## config.mk

```make
export PLATFORM = sky130hd
export DESIGN_NAME = sim_run_ctrl_flat
export DESIGN_NICKNAME = d
export VERILOG_FILES = /design/src/rtl/sim_run_pkg.sv /design/src/rtl/sim_run_ctrl_if.sv /design/src/rtl/sim_rst_stagger.sv /design/src/rtl/sim_run_ctrl.sv /design/src/flat_wrapper.sv
export SDC_FILE = /design/constraint.sdc
export NUM_CORES = 1
export LEC_CHECK = 0
export ABC_CLOCK_PERIOD_IN_PS = 6300
export CELL_PAD_IN_SITES_DETAIL_PLACEMENT = 0
export CELL_PAD_IN_SITES_GLOBAL_PLACEMENT = 1
export CORE_MARGIN = 10
export CORE_UTILIZATION = 35
export CTS_CLUSTER_DIAMETER = 50
export DETAILED_ROUTE_END_ITERATION = 16
export PLACE_DENSITY_LB_ADDON = 0.1
export SLEW_MARGIN = 20
export SYNTH_ARGS = -nofsm -noshare
export SYNTH_HDL_FRONTEND = slang
export SYNTH_HIERARCHICAL = 1
export SYNTH_SLANG_ARGS = --single-unit
```

## constraint.sdc

```tcl
create_clock -name clk_i -period 6.3 [get_ports clk_i]
set_input_delay 1.26 -clock clk_i [delete_from_list [all_inputs] [get_ports clk_i]]
set_output_delay 1.26 -clock clk_i [all_outputs]
set_load 0.02 [all_outputs]
```

## src/rtl/sim_run_pkg.sv

```systemverilog
// Shared state encoding and helpers for the simulation run controller.
package sim_run_pkg;

  // Run-controller state type with legacy-compatible constant encoding.
  typedef logic [2:0] state_t;

  localparam state_t ST_IDLE    = 3'd0;
  localparam state_t ST_HOLD    = 3'd1;
  localparam state_t ST_RELEASE = 3'd2;
  localparam state_t ST_RUN     = 3'd3;
  localparam state_t ST_DONE    = 3'd4;

  // Increment that sticks at the all-ones value of a width-bit counter.
  function automatic logic [63:0] sat_inc(input logic [63:0] value, input int unsigned width);
    logic [63:0] max_v;
    max_v = (width >= 64) ? '1 : ((64'd1 << width) - 64'd1);
    return (value >= max_v) ? value : value + 64'd1;
  endfunction

endpackage

```

## src/rtl/sim_run_ctrl_if.sv

```systemverilog
// Control/status bundle between a simulation top and its run controller.
interface sim_run_ctrl_if #(
  parameter int NUM_DOM = 4,
  parameter int CNT_W   = 32,
  parameter int EVT_W   = 64
);
  logic               start_i;
  logic               pause_i;
  logic               event_i;
  logic               stop_req_i;
  logic [NUM_DOM-1:0] dom_reset_n_o;
  logic               running_o;
  logic               done_o;
  logic               timeout_o;
  logic [CNT_W-1:0]   clk_cnt_o;
  logic [EVT_W-1:0]   event_cnt_o;

  modport slave (
    input  start_i, pause_i, event_i, stop_req_i,
    output dom_reset_n_o, running_o, done_o, timeout_o, clk_cnt_o, event_cnt_o
  );

  modport master (
    output start_i, pause_i, event_i, stop_req_i,
    input  dom_reset_n_o, running_o, done_o, timeout_o, clk_cnt_o, event_cnt_o
  );
endinterface

```

## src/rtl/sim_rst_stagger.sv

```systemverilog
// Hold timer and staggered per-domain reset release.
// load_i restarts the sequence with every domain in reset; adv_i lets the
// hold/stagger timers move (withheld on an early stop so released bits freeze).
module sim_rst_stagger #(
  parameter int NUM_DOM     = 4,
  parameter int HOLD_CYC    = 10,
  parameter int STAGGER_CYC = 2
) (
  input  logic               clk_i,
  input  logic               reset_i,
  input  logic               load_i,
  input  logic               adv_i,
  output logic               hold_expire_o,
  output logic               all_released_o,
  output logic [NUM_DOM-1:0] dom_reset_n_o
);

  localparam int HW = (HOLD_CYC > 1) ? $clog2(HOLD_CYC) : 1;
  localparam int SW = (STAGGER_CYC > 1) ? $clog2(STAGGER_CYC) : 1;
  localparam logic [HW-1:0] HOLD_LOAD = HW'(HOLD_CYC - 1);
  localparam logic [SW-1:0] STAG_LOAD = (STAGGER_CYC > 0) ? SW'(STAGGER_CYC - 1) : '0;

  logic               holding_q, holding_d;
  logic [HW-1:0]      hold_cnt_q, hold_cnt_d;
  logic [SW-1:0]      stag_cnt_q, stag_cnt_d;
  logic [NUM_DOM-1:0] rel_q, rel_d;

  assign hold_expire_o  = holding_q && (hold_cnt_q == '0);
  assign all_released_o = &rel_q;
  assign dom_reset_n_o  = rel_q;

  // Down-count the hold, then release domains one stagger interval apart.
  always_comb begin
    holding_d  = holding_q;
    hold_cnt_d = hold_cnt_q;
    stag_cnt_d = stag_cnt_q;
    rel_d      = rel_q;
    if (load_i) begin
      holding_d  = 1'b1;
      hold_cnt_d = HOLD_LOAD;
      stag_cnt_d = STAG_LOAD;
      rel_d      = '0;
    end else if (adv_i && holding_q) begin
      if (hold_cnt_q == '0) begin
        holding_d  = 1'b0;
        stag_cnt_d = STAG_LOAD;
        rel_d      = (STAGGER_CYC == 0) ? '1 : NUM_DOM'(1);
      end else begin
        hold_cnt_d = hold_cnt_q - HW'(1);
      end
    end else if (adv_i && rel_q[0] && !all_released_o) begin
      if (stag_cnt_q == '0) begin
        rel_d      = (rel_q << 1) | NUM_DOM'(1);
        stag_cnt_d = STAG_LOAD;
      end else begin
        stag_cnt_d = stag_cnt_q - SW'(1);
      end
    end
  end

  // Timer and release-bit registers.
  always_ff @(posedge clk_i) begin
    if (reset_i) begin
      holding_q  <= 1'b0;
      hold_cnt_q <= '0;
      stag_cnt_q <= '0;
      rel_q      <= '0;
    end else begin
      holding_q  <= holding_d;
      hold_cnt_q <= hold_cnt_d;
      stag_cnt_q <= stag_cnt_d;
      rel_q      <= rel_d;
    end
  end

endmodule

```

## src/rtl/sim_run_ctrl.sv

```systemverilog
// Run controller for simulation tops: staggered domain resets, cycle and
// event counting, and run termination on budget or stop request.
//
// state   | meaning
// IDLE    | waiting for start, all domains in reset
// HOLD    | all domains in reset for HOLD_CYC cycles
// RELEASE | domains leaving reset one stagger interval apart
// RUN     | counting run cycles against the budget
// DONE    | run finished, counters and domain resets frozen
module sim_run_ctrl
  import sim_run_pkg::*;
#(
  parameter int          NUM_DOM     = 4,
  parameter int          HOLD_CYC    = 10,
  parameter int          STAGGER_CYC = 2,
  parameter int          CNT_W       = 32,
  parameter int          EVT_W       = 64,
  parameter int unsigned MAX_CYC     = 60
) (
  input logic            clk_i,
  input logic            reset_i,
  sim_run_ctrl_if.slave  bus
);

  // A budget wider than the counter can never be reached, so it is disabled.
  localparam bit               MAX_OK = (MAX_CYC != 0) && ((64'(MAX_CYC) >> CNT_W) == 64'd0);
  localparam logic [CNT_W-1:0] MAX_V  = CNT_W'(MAX_CYC);

  state_t           state_q, state_d;
  logic [CNT_W-1:0] clk_cnt_q, clk_cnt_d, clk_inc;
  logic [EVT_W-1:0] evt_cnt_q, evt_cnt_d, evt_inc;
  logic             timeout_q, timeout_d;
  logic             running_q, done_q;
  logic             load, adv, hold_expire, all_released;

  assign clk_inc = CNT_W'(sat_inc(64'(clk_cnt_q), CNT_W));
  assign evt_inc = EVT_W'(sat_inc(64'(evt_cnt_q), EVT_W));
  assign adv     = ((state_q == ST_HOLD) || (state_q == ST_RELEASE)) && !bus.stop_req_i;

  sim_rst_stagger #(
    .NUM_DOM    (NUM_DOM),
    .HOLD_CYC   (HOLD_CYC),
    .STAGGER_CYC(STAGGER_CYC)
  ) u_stagger (
    .clk_i         (clk_i),
    .reset_i       (reset_i),
    .load_i        (load),
    .adv_i         (adv),
    .hold_expire_o (hold_expire),
    .all_released_o(all_released),
    .dom_reset_n_o (bus.dom_reset_n_o)
  );

  // Run sequencing, counter updates and termination decisions.
  always_comb begin
    state_d   = state_q;
    clk_cnt_d = clk_cnt_q;
    evt_cnt_d = evt_cnt_q;
    timeout_d = timeout_q;
    load      = 1'b0;
    case (state_q)
      ST_IDLE: begin
        if (bus.start_i) begin
          load    = 1'b1;
          state_d = ST_HOLD;
        end
      end
      ST_HOLD: begin
        if (bus.stop_req_i)    state_d = ST_DONE;
        else if (hold_expire)  state_d = ST_RELEASE;
      end
      ST_RELEASE: begin
        if (bus.event_i) evt_cnt_d = evt_inc;
        if (bus.stop_req_i)    state_d = ST_DONE;
        else if (all_released) state_d = ST_RUN;
      end
      ST_RUN: begin
        if (bus.event_i) evt_cnt_d = evt_inc;
        if (bus.stop_req_i) begin
          state_d = ST_DONE;
        end else if (!bus.pause_i) begin
          clk_cnt_d = clk_inc;
          if (MAX_OK && (clk_inc == MAX_V)) begin
            state_d   = ST_DONE;
            timeout_d = 1'b1;
          end
        end
      end
      ST_DONE: begin
        if (bus.start_i) begin
          load      = 1'b1;
          state_d   = ST_HOLD;
          clk_cnt_d = '0;
          evt_cnt_d = '0;
          timeout_d = 1'b0;
        end
      end
      default: state_d = ST_IDLE;
    endcase
  end

  // State, counters and registered status outputs.
  always_ff @(posedge clk_i) begin
    if (reset_i) begin
      state_q   <= ST_IDLE;
      clk_cnt_q <= '0;
      evt_cnt_q <= '0;
      timeout_q <= 1'b0;
      running_q <= 1'b0;
      done_q    <= 1'b0;
    end else begin
      state_q   <= state_d;
      clk_cnt_q <= clk_cnt_d;
      evt_cnt_q <= evt_cnt_d;
      timeout_q <= timeout_d;
      running_q <= (state_d == ST_RUN);
      done_q    <= (state_d == ST_DONE);
    end
  end

  assign bus.running_o   = running_q;
  assign bus.done_o      = done_q;
  assign bus.timeout_o   = timeout_q;
  assign bus.clk_cnt_o   = clk_cnt_q;
  assign bus.event_cnt_o = evt_cnt_q;

endmodule

```

## src/flat_wrapper.sv

```systemverilog
// flat-port wrapper written by rule: the top's interface ports become plain ports
module sim_run_ctrl_flat import sim_run_pkg::*;
#(
  parameter int          NUM_DOM     = 4,
  parameter int          HOLD_CYC    = 10,
  parameter int          STAGGER_CYC = 2,
  parameter int          CNT_W       = 32,
  parameter int          EVT_W       = 64,
  parameter int unsigned MAX_CYC     = 60
)
  (clk_i, reset_i, bus_start_i, bus_pause_i, bus_event_i, bus_stop_req_i, bus_dom_reset_n_o, bus_running_o, bus_done_o, bus_timeout_o, bus_clk_cnt_o, bus_event_cnt_o);
  sim_run_ctrl_if #(.NUM_DOM(NUM_DOM), .CNT_W(CNT_W), .EVT_W(EVT_W)) bus_i ();
  input logic clk_i;
  input logic reset_i;
  input wire logic [$bits(bus_i.start_i)-1:0] bus_start_i;
  input wire logic [$bits(bus_i.pause_i)-1:0] bus_pause_i;
  input wire logic [$bits(bus_i.event_i)-1:0] bus_event_i;
  input wire logic [$bits(bus_i.stop_req_i)-1:0] bus_stop_req_i;
  output wire logic [$bits(bus_i.dom_reset_n_o)-1:0] bus_dom_reset_n_o;
  output wire logic [$bits(bus_i.running_o)-1:0] bus_running_o;
  output wire logic [$bits(bus_i.done_o)-1:0] bus_done_o;
  output wire logic [$bits(bus_i.timeout_o)-1:0] bus_timeout_o;
  output wire logic [$bits(bus_i.clk_cnt_o)-1:0] bus_clk_cnt_o;
  output wire logic [$bits(bus_i.event_cnt_o)-1:0] bus_event_cnt_o;
  assign bus_i.start_i = bus_start_i;
  assign bus_i.pause_i = bus_pause_i;
  assign bus_i.event_i = bus_event_i;
  assign bus_i.stop_req_i = bus_stop_req_i;
  assign bus_dom_reset_n_o = bus_i.dom_reset_n_o;
  assign bus_running_o = bus_i.running_o;
  assign bus_done_o = bus_i.done_o;
  assign bus_timeout_o = bus_i.timeout_o;
  assign bus_clk_cnt_o = bus_i.clk_cnt_o;
  assign bus_event_cnt_o = bus_i.event_cnt_o;
  sim_run_ctrl #(.NUM_DOM(NUM_DOM), .HOLD_CYC(HOLD_CYC), .STAGGER_CYC(STAGGER_CYC), .CNT_W(CNT_W), .EVT_W(EVT_W), .MAX_CYC(MAX_CYC)) u_core (.clk_i(clk_i), .reset_i(reset_i), .bus(bus_i));
endmodule
```

==> metrics, run 1 <==
antenna violations before repair=0; peak supply drop=around 0.14 mV; Starting Density=0.357; CTS clock-pin slew for the worst setup and hold paths=approximately 80 ps; sequential cell area=0.00224 sq mm; synthesized area per cell=7.83 sq um; Post-synth EDFFs=0; min Tclk post-route=3840 ps; post-synthesis mux area share=0.0110; DP HPWL=15300 um; Post-Synth Simple-Gate Area=0.345; Worst-Margin Slew=982 ps; GP Congestion=about 0.93; Overflow after GRT=0; Synth Area in XOR/XNOR=0.0800; Data required, critical path=6530 ps; max cap viols=0; Final Skew=~10 ps; Max Freq=261 MHz; Crit Path Category=register to register; Syn Nets=between 800 and 900; hold crit path type=register to register; CTS Hold Buffers Added=0; FFs w/ async S/R, synth=0; GRT Total Usage=0.168; register area share after synthesis=0.347; Post-Syn Instances=825; Slew headroom=0.345; RSZ-0062 raised after global routing=no; CTS sink cnt=112; crit path launch type=register; Nets=900; TritonRoute pass-1 iters=5; area of the die=0.0243 sq mm; first-pass GRT wire length=between 30000 and 40000 um; IO buf count=about 110; detailed-route via count=6515; die width=156 um; multi-input combinational cell area=0.00395 sq mm; largest net degree at the start of global routing=62; post-route cell area=0.00795 sq mm; 1st-iter DRT viols=448; final setup violation count=0; cts repair resizes=0; Core Area=around 0.018 sq mm; drc violations=0; Area Growth Syn to Fin=23.1%; switching share of power=0.241; Leak Pwr=2.35 nW; Reg power frac=0.522; vias per cell=~5.8; Area after DPL=around 0.0076 sq mm; Comb power frac=0.035; synth unique cells=72; CTS tree=done; Worst R2R Setup Slack=approximately 2500 ps; Pint=1.04 mW; adder-cell share of the synthesized area=0.00581; Antenna diodes=0; CTS max path bufs=2; Routed WL per cell=18.9 um; Pwr Total=1.37 mW; post-synthesis compound-gate area fraction=0.164; yosys warns=6; Setup TNS=0 ps; CP endpoint kind=register; drt total wl=21200 um; CP Max Fanout=19; Fill cells=roughly 1800; Fin. Hold Viols=0; crit path DAT=4060 ps; clk_lat worst skew=360 ps; vias in the first global route=around 6000; number of synthesized register bits=roughly 110; outcome=completed; Net Sw Power=0.331 mW; Clk network pwr share=0.442; layout cell share with drive strength beyond 1=0.0547; cts bufs inserted=9; largest family of logic cells by synthesized area=simple AND/OR/NAND/NOR gates; Post-synth top flop=dfxtp_1; FP Rows=49; IO Pins=109; DRT antenna net count=0; Placed Cells=around 1100; P per Cell Area=roughly 170 mW/mm^2; final-report max-slew violation count=0; Cell Area, Synth=0.00646 sq mm; Root Buffer Master=clkbuf_16; Post-CTS Setup Repair Bufs=0; Tcrit/Tclk final=0.609; CTS H-tree depth=3; non-filler cells, final=about 1100; die span in y=156 um
power by group through the flow:
stage | Sequential [mW] | Combinational (mW) | Clock, mW
after floorplan | 0.731 | 0.0336 | 0
after global placement | 0.734 | 0.0482 | 0
after detailed placement | 0.733 | 0.0486 | 0
after CTS | 0.717 | 0.0488 | 0.630
after global routing | 0.718 | 0.0540 | 0.648
final | 0.717 | 0.0487 | 0.607
area by class of cell:
cell class                      count  share of cell area
Clock buffer                       10              0.0288
Inverter                           17             0.00802
Multi-Input combinational cell    640               0.497
Sequential cell                   112               0.282
Tap cell                          229              0.0360
Timing Repair Buffer              111               0.139
Clock inverter                      6             0.00991
cell usage in the layout (no fill, tap or decap), types with 4 or more instances in the layout:
| cell type | count |
|---|---|
| xnor2_1 | 45 |
| a211oi_1 | 4 |
| xor2_1 | 14 |
| nor2b_1 | 5 |
| mux2i_1 | 6 |
| dfxtp_1 | 112 |
| inv_1 | 16 |
| a311oi_1 | 20 |
| nor4_2 | 4 |
| or4_1 | 10 |
| and3_1 | 20 |
| nand2_1 | 74 |
| nor3_1 | 35 |
| o21a_1 | 4 |
| and2_1 | 10 |
| o21ai_0 | 31 |
| nand3_1 | 37 |
| nor2_1 | 95 |
| a31oi_1 | 15 |
| clkbuf_16 | 9 |
| o211ai_1 | 6 |
| or2_2 | 4 |
| or3_1 | 20 |
| nor3b_1 | 7 |
| and4_1 | 7 |
| nor4_1 | 22 |
| a22oi_1 | 4 |
| a21oi_1 | 48 |
| clkdlybuf4s50_1 | 108 |
| nand4_1 | 38 |
critical path: stages, from the launching register on:
cell and delay [ps]:
dfxtp_1 460, ha_1 320, nand3_2 190, nor4_4 590
and2_1 680, o21ai_0 200, a22o_1 260, or4b_1 560
nor3_4 320, a31oi_1 120
cell usage after synthesis (all sizes together) (2+ instances only):
| master | count | area, sq um |
|---|---|---|
| dfxtp | 112 | 2240 |
| nor2 | 95 | 357 |
| nand2 | 74 | 278 |
| a21oi | 49 | 249 |
| xnor2 | 45 | 394 |
| clkbuf | 43 | 165 |
| nand4 | 40 | 272 |
| nand3 | 38 | 195 |
| nor3 | 37 | 208 |
| o21ai | 32 | 160 |
| nor4 | 28 | 211 |
| and3 | 21 | 136 |
| or3 | 21 | 136 |
| a311oi | 20 | 175 |
| inv | 17 | 63.8 |
| a31oi | 15 | 93.8 |
| xor2 | 14 | 123 |
| buf | 13 | 73.8 |
| or4 | 11 | 86.3 |
| and2 | 10 | 62.6 |
| and4 | 10 | 95.1 |
| nor3b | 7 | 52.6 |
| mux2i | 6 | 60.1 |
| o211ai | 6 | 45.0 |
| a211oi | 5 | 42.5 |
| nor2b | 5 | 31.3 |
| a22oi | 4 | 30.0 |
| o21a | 4 | 30.0 |
| or2 | 4 | 25.0 |
| ha | 3 | 37.5 |
| o31a | 3 | 26.3 |
| o31ai | 3 | 22.5 |
| a2111oi | 2 | 17.5 |
| a21o | 2 | 15.0 |
| a41oi | 2 | 17.5 |
| and4b | 2 | 20.0 |
| nand4b | 2 | 17.5 |
| nor4b | 2 | 17.5 |
| o2bb2ai | 2 | 17.5 |
cell families (layout without fill, tap and decap cells):
logic type,after synthesis,after routing
mux,7,7
fa+ha+maj,3,3
compound gates,161,161
xor+xnor,59,59
flops,112,112
buf+inv,73,144
simple gates,410,410
metal layers:
layer | wire length, um | track usage | up-vias | share of wire
met3 | 1370 | 0.0375 | 18 | 0.065
met4 | 321 | 0.0544 | 0 | 0.015
met2 | 10100 | 0.277 | 190 | 0.47
li1 | - | - | 3181 | -
met5 | 0 | 0 | - | 0
met1 | 9470 | 0.211 | 3126 | 0.45
sequential cells by signal, indices dropped and copies added (netlist names):
name,cells
u_core/u_stagger/stag_cnt_q,1
u_core/bus.running_o,1
u_core/bus.clk_cnt_o,32
u_core/bus.event_cnt_o,64
u_core/u_stagger/hold_cnt_q,4
u_core/u_stagger/holding_q,1
u_core/bus.done_o,1
u_core/state_q,3
u_core/u_stagger/dom_reset_n_o,4
u_core/bus.timeout_o,1
final timing paths:
kind	from	endpoint	cells after the start
setup / recovery	u_core/bus.clk_cnt_o[0]	u_core/state_q[1]	9
hold / removal	u_core/u_stagger/dom_reset_n_o[3]	u_core/u_stagger/dom_reset_n_o[3]	2
setup reg to reg	u_core/bus.clk_cnt_o[0]	u_core/state_q[1]	9
hold reg to reg	u_core/u_stagger/dom_reset_n_o[3]	u_core/u_stagger/dom_reset_n_o[3]	2
through the flow:
stage	utilization	setup slack (ps)	hold WS [ps]
after floorplan	-	3180	485
after global placement	0.422	2420	467
after detailed placement	0.422	2320	483
after CTS	0.439	2500	496
after global routing	0.440	2210	518
final	0.440	2460	489
No activity file was read; power rests on OpenSTA's default activity.
==> inputs of run 2 (changes only) <==
--- a/config.mk
+++ b/config.mk
@@ -5,7 +5,7 @@
 export SDC_FILE = /design/constraint.sdc
 export NUM_CORES = 1
 export LEC_CHECK = 0
-export ABC_CLOCK_PERIOD_IN_PS = 6300
+export ABC_CLOCK_PERIOD_IN_PS = 3300
 export CELL_PAD_IN_SITES_DETAIL_PLACEMENT = 0
 export CELL_PAD_IN_SITES_GLOBAL_PLACEMENT = 1
 export CORE_MARGIN = 10
==> constraint.sdc (replaced) <==
create_clock -name clk_i -period 3.3 [get_ports clk_i]
set_input_delay 0.66 -clock clk_i [delete_from_list [all_inputs] [get_ports clk_i]]
set_output_delay 0.66 -clock clk_i [all_outputs]
set_load 0.02 [all_outputs]
==> run 2 against run 1 <==
  * Sequential share of layout area shrank 1.4 points
  * Clock skew decreased by 4.8 ps
  * Non-clock buffer count grew 58
  * Count of clock-buffer cells in the layout shrank 1
  * Power grew 90%
  * Cell area increased by 5.3%
==> metrics, run 2 (synthesis results as in run 1) <==
outcome=completed; delay-heaviest family, CP=simple AND/OR/NAND/NOR gates; Data required, critical path=3530 ps; CP Max Fanout=6; critical-path cell list=ha_2, nand3_2, nor4_4, nor2b_1, nand3_1, a22o_1, or4b_1, nor3_4, a31oi_1; Reg power frac=0.525; routed wl met3=approximately 1300 um; layout cell share with drive strength beyond 1=0.112; Clk network pwr share=0.436; largest net degree at the start of global routing=49; final setup violation count=0; cts bufs inserted=9; Leak Pwr=2.65 nW; P per Cell Area=311 mW/mm^2; Crit Path Category=register to register; drc violations=0; DP HPWL=16700 um; routed wl met2=10900 um; Tcrit/Tclk final=0.927; detailed-route via count=6750; peak supply drop=0.237 mV; CTS max path bufs=2; DRT antenna net count=0; commonest non-fill, non-tap cells in the layout=dfxtp_1 (111), clkdlybuf4s50_1 (108), nor2_1 (95); Slew headroom=0.575; non-filler cells, final=~1200; Root Buffer Master=clkbuf_16; Placed Cells=1165; vias in the first global route=about 6600; most common cell after layout, fill and taps aside=dfxtp_1; Antenna diodes=0; Starting Density=0.357; IO Pins=~110; drt total wl=22300 um; Core Area=0.0181 sq mm; Area Growth Syn to Fin=29.7%; CTS H-tree depth=3; worst path bufs/invs=0; 1st-iter DRT viols=425; die width=156 um; crit path DAT=3280 ps; min Tclk post-route=~3100 ps; CTS tree=done; first-pass GRT wire length=35800 um; wl on met1=9660 um; hold crit path type=register to register; clk_lat worst skew=360 ps; Crit-path slowest cell=or4b_1; GP Congestion=0.890; Hold Path Stages=2; Highest Signal Layer=met4; final-report max-slew violation count=0; Net Sw Power=0.626 mW; Comb power frac=0.039; switching share of power=0.240; GRT Total Usage=0.181; max cap viols=0; crit path launch type=register; number of flip-flops in the largest register=64; area of the die=0.0243 sq mm; Worst-Margin Slew=about 640 ps; vias per cell=5.71; TritonRoute pass-1 iters=5; Fin. Hold Viols=0; antenna violations before repair=0; die span in y=156 um; Setup TNS=0 ps; FP Rows=49; CP max stage delay=560 ps; CTS sink cnt=112; Max Freq=327 MHz; RSZ-0062 raised after global routing=no; IO buf count=108; CTS Hold Buffers Added=0; Overflow after GRT=0; CTS clock-pin slew for the worst setup and hold paths=70 ps; Routed WL per cell=18.9 um; Nets=958; Final Skew=4.95 ps; Pint=1.98 mW; final core occ=0.463; Worst R2R Path Depth=9; Stages on worst setup path=9; CP endpoint kind=register
## run 2: cell types whose count changed in the layout (fill, tap and decap cells not counted), sizes merged
cell and change:
buf +58, clkinv +3, clkinvlp -2, clkbuf -1, inv -1
## run 2: tightest hold or removal path: cells and delay by family (launching register included)
kind,cells,cell delay [ps]
DFF,1,330
and+or+nand+nor,1,60
muxes,1,60
## run 2: power by group through the flow
stage               clock network [mW]  logic (mW)  registers, mW
floorplan                            0      0.0641           1.40
finish                            1.14       0.101           1.37
global placement                     0      0.0998           1.40
detailed placement                   0       0.102           1.40
global route                      1.22       0.112           1.37
CTS                               1.17       0.102           1.37
## run 2: what timing repair did
item	4_1_cts	5_1_grt
resized for setup	0	3
setup endpoints to repair	0	5
buffers inserted	0	2
## run 2: final timing paths
check | slack (ps) | to | start
worst max-delay path | 240 | u_core/state_q[1] | u_core/bus.clk_cnt_o[1]
worst min-delay path | 490 | u_core/u_stagger/dom_reset_n_o[3] | u_core/u_stagger/dom_reset_n_o[3]
worst max register to register | 240 | u_core/state_q[1] | u_core/bus.clk_cnt_o[1]
worst min register to register | 490 | u_core/u_stagger/dom_reset_n_o[3] | u_core/u_stagger/dom_reset_n_o[3]
## run 2: routing by layer
metal  global-route usage  vias to the layer above
met3               0.0320                       27
li1                     -                     3288
met5                    0                        -
met1                0.221                     3236
met4               0.0647                        0
met2                0.312                      199
## run 2: through the flow
step | hold WS (ps) | power, mW | worst slack, ps | area, sq um
finish | 493 | 2.61 | 242 | 8370
global route | 533 | 2.71 | 16.8 | 8370
CTS | 496 | 2.64 | 139 | 8350
detailed placement | 482 | 1.50 | 148 | 8060
global placement | 465 | 1.50 | 247 | 8060
floorplan | 485 | 1.46 | 177 | 6460
## run 2: layout make-up
| type | instances | area, sq um |
|---|---|---|
| clock buffers | 9 | 225 |
| clock inverters | 6 | 68.8 |
| fillers | 1806 | 9710 |
| inverters | 17 | 63.8 |
| multi-input cells | 640 | 3940 |
| flip-flops and latches | 112 | 2240 |
| well taps | 229 | 287 |
| repair buffers | 169 | 1550 |
